**src/rtl/ysyx_23060208_mem_arbiter.sv**
```systemverilog
// ysyx_23060208_mem_arbiter: shares one SRAM port between the IFU and the LSU.
// Define YSYX_23060208_ARB_RR_EN for round-robin arbitration; by default the
// LSU has fixed priority and a STARVE_LIMIT counter eventually forces the IFU.
module ysyx_23060208_mem_arbiter #(
   parameter int DATA_WIDTH   = 32,
   parameter int STARVE_LIMIT = 4
) (
   input  logic                  clk,
   input  logic                  rst,
   input  logic                  ifu_req_valid,
   output logic                  ifu_req_ready,
   input  logic [DATA_WIDTH-1:0] ifu_addr,
   output logic                  ifu_resp_valid,
   output logic [DATA_WIDTH-1:0] ifu_rdata,
   input  logic                  lsu_req_valid,
   output logic                  lsu_req_ready,
   input  logic [DATA_WIDTH-1:0] lsu_addr,
   input  logic                  lsu_wen,
   input  logic [DATA_WIDTH-1:0] lsu_wdata,
   input  logic [3:0]            lsu_wmask,
   output logic                  lsu_resp_valid,
   output logic [DATA_WIDTH-1:0] lsu_rdata,
   output logic                  mem_req_valid,
   input  logic                  mem_req_ready,
   output logic [DATA_WIDTH-1:0] mem_addr,
   output logic                  mem_wen,
   output logic [DATA_WIDTH-1:0] mem_wdata,
   output logic [3:0]            mem_wmask,
   input  logic                  mem_resp_valid,
   input  logic [DATA_WIDTH-1:0] mem_rdata,
   output logic                  busy
);
   typedef enum logic [1:0] {IDLE, REQ, WAIT} state_e;
   state_e                  state_q;
   logic                    owner_q;
   logic [DATA_WIDTH-1:0]   addr_q;
   logic                    wen_q;
   logic [DATA_WIDTH-1:0]   wdata_q;
   logic [3:0]              wmask_q;
   logic                    idle;
   logic                    grant_lsu;
   logic                    hs;
   logic                    resp;

   // Readies are held low while reset is asserted so nothing is accepted
   assign idle          = rst & (state_q == IDLE);
   assign hs            = idle & (ifu_req_valid | lsu_req_valid);
   assign lsu_req_ready = idle & grant_lsu;
   assign ifu_req_ready = idle & ifu_req_valid & ~grant_lsu;

`ifdef YSYX_23060208_ARB_RR_EN
   logic last_q;
   assign grant_lsu = lsu_req_valid & (~ifu_req_valid | ~last_q);
   // Remember who was granted last so a conflict goes to the other master
   always_ff @(posedge clk or negedge rst)
      if (!rst) last_q <= 1'b1;
      else if (hs) last_q <= grant_lsu;
`else
   localparam int CW = $clog2(STARVE_LIMIT + 1);
   localparam logic [CW-1:0] LIMIT = CW'(STARVE_LIMIT);
   logic [CW-1:0] starve_q;
   logic [CW-1:0] starve_d;
   assign grant_lsu = lsu_req_valid & (~ifu_req_valid | (starve_q != LIMIT));
   assign starve_d  = (grant_lsu & ifu_req_valid) ? ((starve_q == LIMIT) ? LIMIT : starve_q + 1'b1) : '0;
   // Count LSU grants that overtook a waiting IFU, saturating at the limit
   always_ff @(posedge clk or negedge rst)
      if (!rst) starve_q <= '0;
      else if (hs) starve_q <= starve_d;
`endif

   // Request/response sequencer with the buffered request payload
   always_ff @(posedge clk or negedge rst)
      if (!rst) begin
         state_q <= IDLE;
         owner_q <= 1'b0;
         addr_q  <= '0;
         wen_q   <= 1'b0;
         wdata_q <= '0;
         wmask_q <= '0;
      end else begin
         case (state_q)
            IDLE: if (hs) begin
               state_q <= REQ;
               owner_q <= grant_lsu;
               addr_q  <= grant_lsu ? lsu_addr : ifu_addr;
               wen_q   <= grant_lsu & lsu_wen;
               wdata_q <= grant_lsu ? lsu_wdata : '0;
               wmask_q <= grant_lsu ? lsu_wmask : '0;
            end
            REQ:  if (mem_req_ready) state_q <= WAIT;
            WAIT: if (mem_resp_valid) state_q <= IDLE;
            default: state_q <= IDLE;
         endcase
      end

   assign resp           = (state_q == WAIT) & mem_resp_valid;
   assign ifu_resp_valid = resp & ~owner_q;
   assign lsu_resp_valid = resp & owner_q;
   assign ifu_rdata      = ifu_resp_valid ? mem_rdata : '0;
   assign lsu_rdata      = (lsu_resp_valid & ~wen_q) ? mem_rdata : '0;
   assign mem_req_valid  = (state_q == REQ);
   assign mem_addr       = addr_q;
   assign mem_wen        = wen_q;
   assign mem_wdata      = wdata_q;
   assign mem_wmask      = wmask_q;
   assign busy           = (state_q != IDLE);
endmodule

```
**config.mk**
```make
export PLATFORM = sky130hd
export DESIGN_NAME = ysyx_23060208_mem_arbiter
export DESIGN_NICKNAME = d
export VERILOG_FILES = /design/src/rtl/ysyx_23060208_mem_arbiter.sv
export SDC_FILE = /design/constraint.sdc
export NUM_CORES = 1
export LEC_CHECK = 0
export CAP_MARGIN = 10
export CORE_UTILIZATION = 32
export CTS_BUF_LIST = sky130_fd_sc_hd__clkbuf_4
export CTS_CLUSTER_DIAMETER = 120
export DETAILED_ROUTE_END_ITERATION = 10
export PLACE_DENSITY = 0.86
export SLEW_MARGIN = 20
export SYNTH_ARGS = -nofsm -noshare
export SYNTH_HDL_FRONTEND = slang
export SYNTH_SLANG_ARGS = --single-unit
export TNS_END_PERCENT = 10
```
**constraint.sdc**
```tcl
create_clock -name clk -period 1.6 [get_ports clk]
set_input_delay 0.32 -clock clk [delete_from_list [all_inputs] [get_ports clk]]
set_output_delay 0.32 -clock clk [all_outputs]
set_load 0.02 [all_outputs]
```
==> results.toml, run 1 <==
[outcome]
outcome = "finished, violations left"
violations = "negative setup slack"

[global_route]
antenna_found_initial = 2
overflow = 0
grt_pass1_vias = 4011
track_usage_pct = 22.9
grt_max_degree = 76
grt_pass1_wl_um = 20500

[yosys]
ys_seq_elements = 75
synth_area_leaders = "dfrtp_1, and2_1, a22o_1"
yosys.area.top_type = "dfrtp_1"
synth.avg_cell_area_um2 = 9.82
yosys.cell_types.count = 27
syn_area_um2 = 3700
synth_top_cell_area_share_pct = 50.7
syn-num-nets = 518
seq_area_frac_synth_pct = 50.7
yosysWarnings = 0
synthCells = 377

[setup_path]
startpoint = "state_q[1]"
timing.rr.start = "state_q[0]"
path_max_fanout = 32
start_kind = "register"
critical_path_arrival_ns = 1.74
crit_type = "register to primary output"
required_ns = 1.28
cp-end-kind = "primary output"
rrSetupSlack_ns = -0.09
reg2reg_to = "mem_wdata[4]"
ff2ff_path_depth = 7

[drt]
num_vias = 4227
drtPass1Iterations = 4
vias_per_cell = 5.22
wl_um = 14700
ant_nets = 0
drt_iter0_drc = 308
drc_errors = 0
wl_per_cell_um = 18.2

[floorplan]
die_w_um = 110
io_pins = 278
die-height_um = 110
core_area_um2 = 11000
rows = 38
dieArea_um2 = 12000
initial_utilization_pct = 33.6

[clock_network]
cts_hold_buf = 0
cts-root-buf = "clkbuf_4"
cts_tree = "built"
clkSinkCount = 75
clkTransAtPathRegs_ns = 0.14
clockBufferDepth = 2
htree_num_levels = 3
clock_latency_ns = 0.44
cts_buffers = 9

[power_and_ir_drop]
p_int_mw = 6.04
combinationalPowerShare_pct = 52.0
p_leak_nw = 3.24
p_total_mw = 10.2
p_clk_share_pct = 15.3
p_sw_share_pct = 40.5
power_density_nw_per_um2 = 1440
seq_power_share_pct = 32.7
switching_power_mw = 4.12
peakVddDrop_mv = 0.777

[placed_design]
io_buffers = 277
globalplace.congestion = 0.786
dpl_worst_slack_ns = -0.875
dp_hpwl_um = 10900

[timing]
tightest_slew_ns = 0.937
setup_viol = 138
fmax_ghz = 0.485
clock_skew_ns = 0.0187
rsz0062_at_grt = "yes"
fin_crit_ns = 2.06
maxSlewHeadroom_pct = 37.5
drv_slew = 0
finalHoldViolations = 0
fin_crit_sh_pct = 129
layout_setup_ws_ns = -0.461

[hold_path]
hold_path.class = "primary input to async pin"

[final_layout]
final_nets = 804
layout_common_cells = "clkdlybuf4s50_1, dfrtp_1, dlygate4sd2_1"
post-route-util_pct = 64.0
final_common_cell = "clkdlybuf4s50_1"
fillers = 908
drive_gt1_share_pct = 25.4
syn_to_final_growth_pct = 90.8

[run]
max-cap-violations = 0
-- metrics by stage --
step	hold slack [ns]	cell area, um2	setup TNS, ns	instances
CTS	0.145	6840	-63.75	800
global placement	0.489	6780	-79.65	784
floorplan	0.0244	3760	-1.05	377
global route	0.181	7060	-47.07	810
detailed placement	0.490	6780	-84.53	784
finish	0.110	7060	-32.61	810
-- worst max-delay path, stage by stage (launching register included) --
cell and delay [ns]:
dfrtp_2 0.46, and4b_2 0.22, nor2b_4 0.13, buf_12 0.15
and2_2 0.20, buf_6 0.13
-- synth_stat cells --
cell,count
a211oi_1,1
a21o_1,1
a21oi_1,33
a22o_1,38
a31oi_1,33
a32o_1,1
and2_1,65
and3_1,2
and4b_1,1
buf_1,2
buf_2,11
buf_6,5
clkbuf_1,22
dfrtp_1,75
ha_1,2
inv_1,5
nand2_1,4
nand2b_1,2
nand3_1,32
nand3_2,1
nor2b_1,1
nor3b_1,2
nor3b_2,1
o21ai_0,34
o22ai_1,1
or2_0,1
or2_2,1
-- kinds of logic after synthesis --
kind of cell / synth area share [%]
compound gates: 24.5
simple gates: 18.2
flops: 50.7
buf+inv: 5.95
fa+ha+maj: 0.676
-- final cells by class --
| cell class | instances | area, um2 | share of cell area, % |
|---|---|---|---|
| sequential | 75 | 1880 | 26.6 |
| multi-input combinational | 257 | 1700 | 24.1 |
| timing repair buffer | 315 | 3090 | 43.8 |
| clock inverter | 7 | 123 | 1.74 |
| tap | 140 | 175 | 2.48 |
| antenna | 2 | 5.00 | 0.0709 |
| inverter | 5 | 18.8 | 0.266 |
| clock buffer | 9 | 67.6 | 0.957 |
-- worst max-delay path by stage --
stage	to	slack, ns
3_5_place_dp	ifu_rdata[13]	-0.87
6_report	lsu_rdata[1]	-0.46
2_1_floorplan	lsu_rdata[20]	-0.06
3_3_place_gp	lsu_rdata[28]	-0.79
5_1_grt	ifu_req_ready	-0.60
4_1_cts	ifu_req_ready	-0.63
-- per-layer routing --
metal  share of wire, %  wire length [um]  track usage (%)  vias up
met2                 53              7860             42.8      244
met4                3.7               545             13.3        0
met5                  0                 0                0        -
met3                8.8              1300             6.40       40
met1                 34              5050             22.5     2000
li1                   -                 -                -     1943
-- timing repair --
action | in CTS | in global routing
gates resized for setup | 431 | 33
pin swaps | 3 | 17
gates cloned | 0 | 4
setup buffers | 0 | 4
endpoints found under the setup margin | 213 | 144
-- registers in the layout (all words and copies together), names as in the netlist --
register	flops
state_q	2
starve_q	3
mem_wen	1
owner_q	1
mem_addr	32
mem_wmask	4
mem_wdata	32
-- power groups by stage --
stage | logic, mW | clock network [mW] | registers [mW]
final | 5.28 | 1.56 | 3.33
after global routing | 5.61 | 1.67 | 3.44
after CTS | 5.00 | 1.58 | 3.31
after detailed placement | 5.62 | 0 | 3.37
after global placement | 5.51 | 0 | 3.33
after floorplan | 1.59 | 0 | 4.39
No activity file was read; power rests on OpenSTA's default activity.
==> run 2, diff against run 1 <==
==> constraint.sdc (replaced) <==
create_clock -name clk -period 1.6 [get_ports clk]
set_input_delay 0.32 -clock clk [delete_from_list [all_inputs] [get_ports clk]]
set_output_delay 0.32 -clock clk [all_outputs]
set_load 0.005 [all_outputs]
==> run 2 against run 1 <==
Against the previous run:
- non-clock buffer count up 12
- power down 16%
- cell count up 1.2%
- via count up 1.1%
- combinational power down 21%
- largest cell class unchanged
- worst hold slack better by 0.0038 ns
- flip-flop and latch count unchanged
- clock skew down 0.0055 ns
- clock power down 32%
- wire length up 2.4%
- the flow still finishes with violations (negative setup slack)
- final area down 0.99%
- sequential power about the same
==> results.toml, run 2 (synthesis gave the netlist of run 1 again) <==
[outcome]
violations = "negative setup slack"
outcome = "finished, violations left"

[timing]
finalHoldViolations = 0
fmax_ghz = 0.441
setup_viol = 144
fin_crit_ns = 2.27
rsz0062_at_grt = "yes"
setup_tns_ns = -51.65
drv_slew = 0
hold_ws_ns = 0.113
fin_crit_sh_pct = 142
maxSlewHeadroom_pct = 36.2
tightest_slew_ns = 0.958
layout_setup_ws_ns = -0.668
clock_skew_ns = 0.0132

[setup_path]
crit_chain = "and4b_1, nor2b_4, buf_6, buf_6, buf_6, and2_4, buf_6"
crit_top_cell = "buf_6"
start_kind = "register"
critPathMaxStageDelay_ns = 0.44
critical_path_arrival_ns = 1.95
startpoint = "state_q[0]"
required_ns = 1.28
critical-path-slowest-cell = "dfrtp_1"
path_max_fanout = 4
timing.rr.start = "state_q[0]"
ff2ff_path_depth = 8
rrSetupSlack_ns = -0.24
cp-end-kind = "primary output"
crit_type = "register to primary output"

[power_and_ir_drop]
power_density_nw_per_um2 = 1220
peakVddDrop_mv = 0.673
p_leak_nw = 3.25
p_total_mw = 8.52

[final_layout]
final_common_cell = "clkdlybuf4s50_1"
final_nets = 816
design_area_um2 = 6990
drive_gt1_share_pct = 24.9
antenna_cells = 0
syn_to_final_growth_pct = 88.9
layout_common_cells = "clkdlybuf4s50_1, dfrtp_1, dlygate4sd2_1"
post-route-util_pct = 63.4
layout.cells.non_filler = 820

[placed_design]
globalplace.congestion = 0.842
dp_cells = 782
dp_hpwl_um = 10900
io_buffers = 277
dpl_cell_area_um2 = 6740
dpl_worst_slack_ns = -0.819

[hold_path]
hold_path.class = "primary input to async pin"

[drt]
drt_iter0_drc = 230
ant_nets = 0
drc_errors = 0
wl_per_cell_um = 18.4
wl_um = 15100
drtPass1Iterations = 4
vias_per_cell = 5.21
num_vias = 4273

[clock_network]
clockBufferDepth = 2
cts_tree = "built"
clkSinkCount = 75
htree_num_levels = 3
clkTransAtPathRegs_ns = 0.13
clock_latency_ns = 0.43
cts-root-buf = "clkbuf_4"
cts_buffers = 9

[global_route]
antenna_found_initial = 0
grt_max_degree = 76
grt_pass1_vias = 4386
grt_pass1_wl_um = 22600
overflow = 0
track_usage_pct = 25.0

[floorplan]
io_pins = 278
initial_utilization_pct = 33.6
core_area_um2 = 11000
die-height_um = 110
die_w_um = 110
rows = 38
dieArea_um2 = 12000

[run]
max-cap-violations = 0
[run 2: final cells by class]
type                    instances  area [um2]
flip-flops and latches         75        1880
clock inverters                 7        50.0
repair buffers                327        3100
inverters                       5        18.8
clock buffers                   9        67.6
multi-input cells             257        1700
well taps                     140         175
fillers                       929        4040
[run 2: power breakdown]
part | total [mW] | internal (mW) | leakage [nW] | switching [mW]
Clock | 1.06 | 0.327 | 0.0608 | 0.736
Combinational | 4.15 | 2.43 | 2.29 | 1.73
Sequential | 3.30 | 2.79 | 0.907 | 0.510
[run 2: worst max-delay path, delay by kind of cell (launching register included)]
kind / cells / cell delay, ns
and+or+nand+nor: 3 / 0.67
DFF: 1 / 0.44
buffers and inverters: 4 / 0.41
[run 2: worst paths after layout]
kind | end
max | lsu_rdata[30]
min | starve_q[0]
max in group asynchronous | mem_addr[10]
min reg2reg | mem_wdata[19]
max reg2reg | mem_wdata[11]
min in group clk | mem_addr[29]
[run 2: per-layer routing]
metal  track usage [%]  vias to the layer above  part of all wire, %
li1                  -                     1964                    -
met2              46.1                      236                   53
met3              6.70                       45                  8.8
met1              24.8                     2028                   33
met4              15.0                        0                  4.8
met5                 0                        -                    0
[run 2: what timing repair did]
item,4_1_cts,5_1_grt
endpoints found under the setup margin,213,145
resized for setup,387,26
hold endpoints to repair,0,0
cloned,4,0
pin swaps,30,4
setup buffers,19,0
hold buffers,0,0
==> run 3, diff against run 2 <==
MAX_ROUTING_LAYER = met4   (was unset)
SKIP_LAST_GASP = 1   (was unset)
==> run 3 against run 2 <==
Against the previous run:
- first-iteration DRC count is 3.9% lower
- critical endpoint unchanged
- clock power hardly changed
- combinational power is 13% higher
- power is 6.7% higher
- the flow still finishes with violations (negative setup slack)
- non-clock buffer count is 1 higher
- register-to-register slack worse by 0.33 ns
- maximum frequency is 0.20% higher
- flip-flop and latch count stayed put
- final area is 2.3% higher
- clock-buffer cell count stayed put
==> results.toml, run 3 (synthesis gave the netlist of run 1 again) <==
[timing]
clock_skew_ns = 0.0117
hold_ws_ns = 0.121
setup_viol = 211
fin_crit_sh_pct = 141
drv_slew = 0
finalHoldViolations = 0
maxSlewHeadroom_pct = 36.4
layout_setup_ws_ns = -0.664
rsz0062_at_grt = "yes"
tightest_slew_ns = 0.954
fin_crit_ns = 2.26
fmax_ghz = 0.442

[floorplan]
initial_utilization_pct = 33.6
core_area_um2 = 11000
die_w_um = 110
dieArea_um2 = 12000
rows = 38
io_pins = 278
die-height_um = 110

[global_route]
track_usage_pct = 25.4
antenna_found_initial = 0
grt_pass1_wl_um = 22400
grt_max_degree = 76
grt_pass1_vias = 4362
overflow = 0

[clock_network]
cts_tree = "built"
cts_buffers = 9
clkTransAtPathRegs_ns = 0.13
clock_latency_ns = 0.42
clockBufferDepth = 2
cts_hold_buf = 0
cts-root-buf = "clkbuf_4"
clkSinkCount = 75
htree_num_levels = 3

[drt]
ant_nets = 0
wl_per_cell_um = 18.3
drc_errors = 0
drt_iter0_drc = 221
wl_um = 15000
drtPass1Iterations = 5
num_vias = 4286
vias_per_cell = 5.22

[run]
max-cap-violations = 0

[placed_design]
io_buffers = 277
dp_hpwl_um = 10900
globalplace.congestion = 0.855

[final_layout]
layout_common_cells = "clkdlybuf4s50_1, dfrtp_1, and2_1, buf_6, a22o_1"
post-route-util_pct = 64.8
final_nets = 817
drive_gt1_share_pct = 18.9
antenna_cells = 0
syn_to_final_growth_pct = 93.1
final_common_cell = "clkdlybuf4s50_1"

[setup_path]
crit_type = "register to primary output"
start_kind = "register"
path_max_fanout = 4
cp-end-kind = "primary output"
critical_path_arrival_ns = 1.94
required_ns = 1.28

[outcome]
outcome = "finished, violations left"
violations = "negative setup slack"

[power_and_ir_drop]
peakVddDrop_mv = 0.686
p_leak_nw = 3.23
power_density_nw_per_um2 = 1270

[hold_path]
hold_path.class = "primary input to async pin"
## run 3: cell types whose count changed in the layout (fill, tap and decap cells not counted), sizes merged
cell / before / now
clkdlybuf4s15: 9 / 0
dlygate4sd2: 68 / 36
buf: 111 / 82
clkbuf: 11 / 10
clkdlybuf4s50: 137 / 209
## run 3: power by group
part           internal [mW]  total (mW)  switching (mW)
Sequential              2.79        3.34           0.543
Combinational           2.99        4.70            1.71
Clock                  0.327        1.06           0.729
## run 3: final timing paths
path | startpoint | end | slack, ns | depth (start not counted)
hold reg to reg | mem_wdata[30] | mem_wdata[30] | 0.52 | 1
max in group asynchronous | rst | mem_addr[6] | 0.84 | 2
setup / recovery | state_q[1] | lsu_rdata[30] | -0.66 | 7
min in group clk | ifu_addr[29] | mem_addr[29] | 0.46 | 3
setup reg to reg | state_q[0] | mem_wdata[27] | -0.57 | 8
hold / removal | rst | starve_q[0] | 0.12 | 2
## run 3: final cells by class
| cell class | count | area (um2) |
|---|---|---|
| Clock buffer | 9 | 67.6 |
| Tap cell | 140 | 175 |
| Inverter | 5 | 18.8 |
| Multi-Input combinational cell | 257 | 1700 |
| Clock inverter | 7 | 50.0 |
| Timing Repair Buffer | 328 | 3260 |
| Fill cell | 882 | 3880 |
| Sequential cell | 75 | 1880 |
## run 3: per-layer routing
| metal | global-route usage (%) | vias to the layer above | share of wire [%] |
|---|---|---|---|
| met5 | - | - | 0 |
| met4 | 15.0 | 0 | 4.0 |
| met3 | 5.63 | 38 | 7.0 |
| met2 | 44.9 | 224 | 54 |
| met1 | 25.7 | 2058 | 35 |
| li1 | - | 1966 | - |
## run 3: worst max-delay path: stages (launching register included)
cell and delay [ns]:
dfrtp_1 0.47, and4b_1 0.25, nor2b_4 0.25, buf_6 0.13, buf_6 0.10, buf_6 0.11, and2_4 0.14, buf_6 0.08
## run 3: stage by stage
stage / setup WS, ns / area, um2 / setup TNS (ns) / std cells / power, mW
detailed placement: -0.819 / 6740 / -78.94 / 782 / 7.87
floorplan: 0.0297 / 3700 / 0 / 377 / 4.82
global placement: -0.752 / 6740 / -73.13 / 782 / 7.69
CTS: -0.679 / 7050 / -85.41 / 821 / 9.09
global route: -0.777 / 7150 / -104.56 / 821 / 9.65
finish: -0.664 / 7150 / -81.52 / 821 / 9.09
## run 3: timing repair
action | 4_1_cts | 5_1_grt
gates cloned | 4 | 0
resized for setup | 183 | 46
buffers inserted | 19 | 1
pin swaps | 10 | 7
endpoints found under the setup margin | 213 | 213
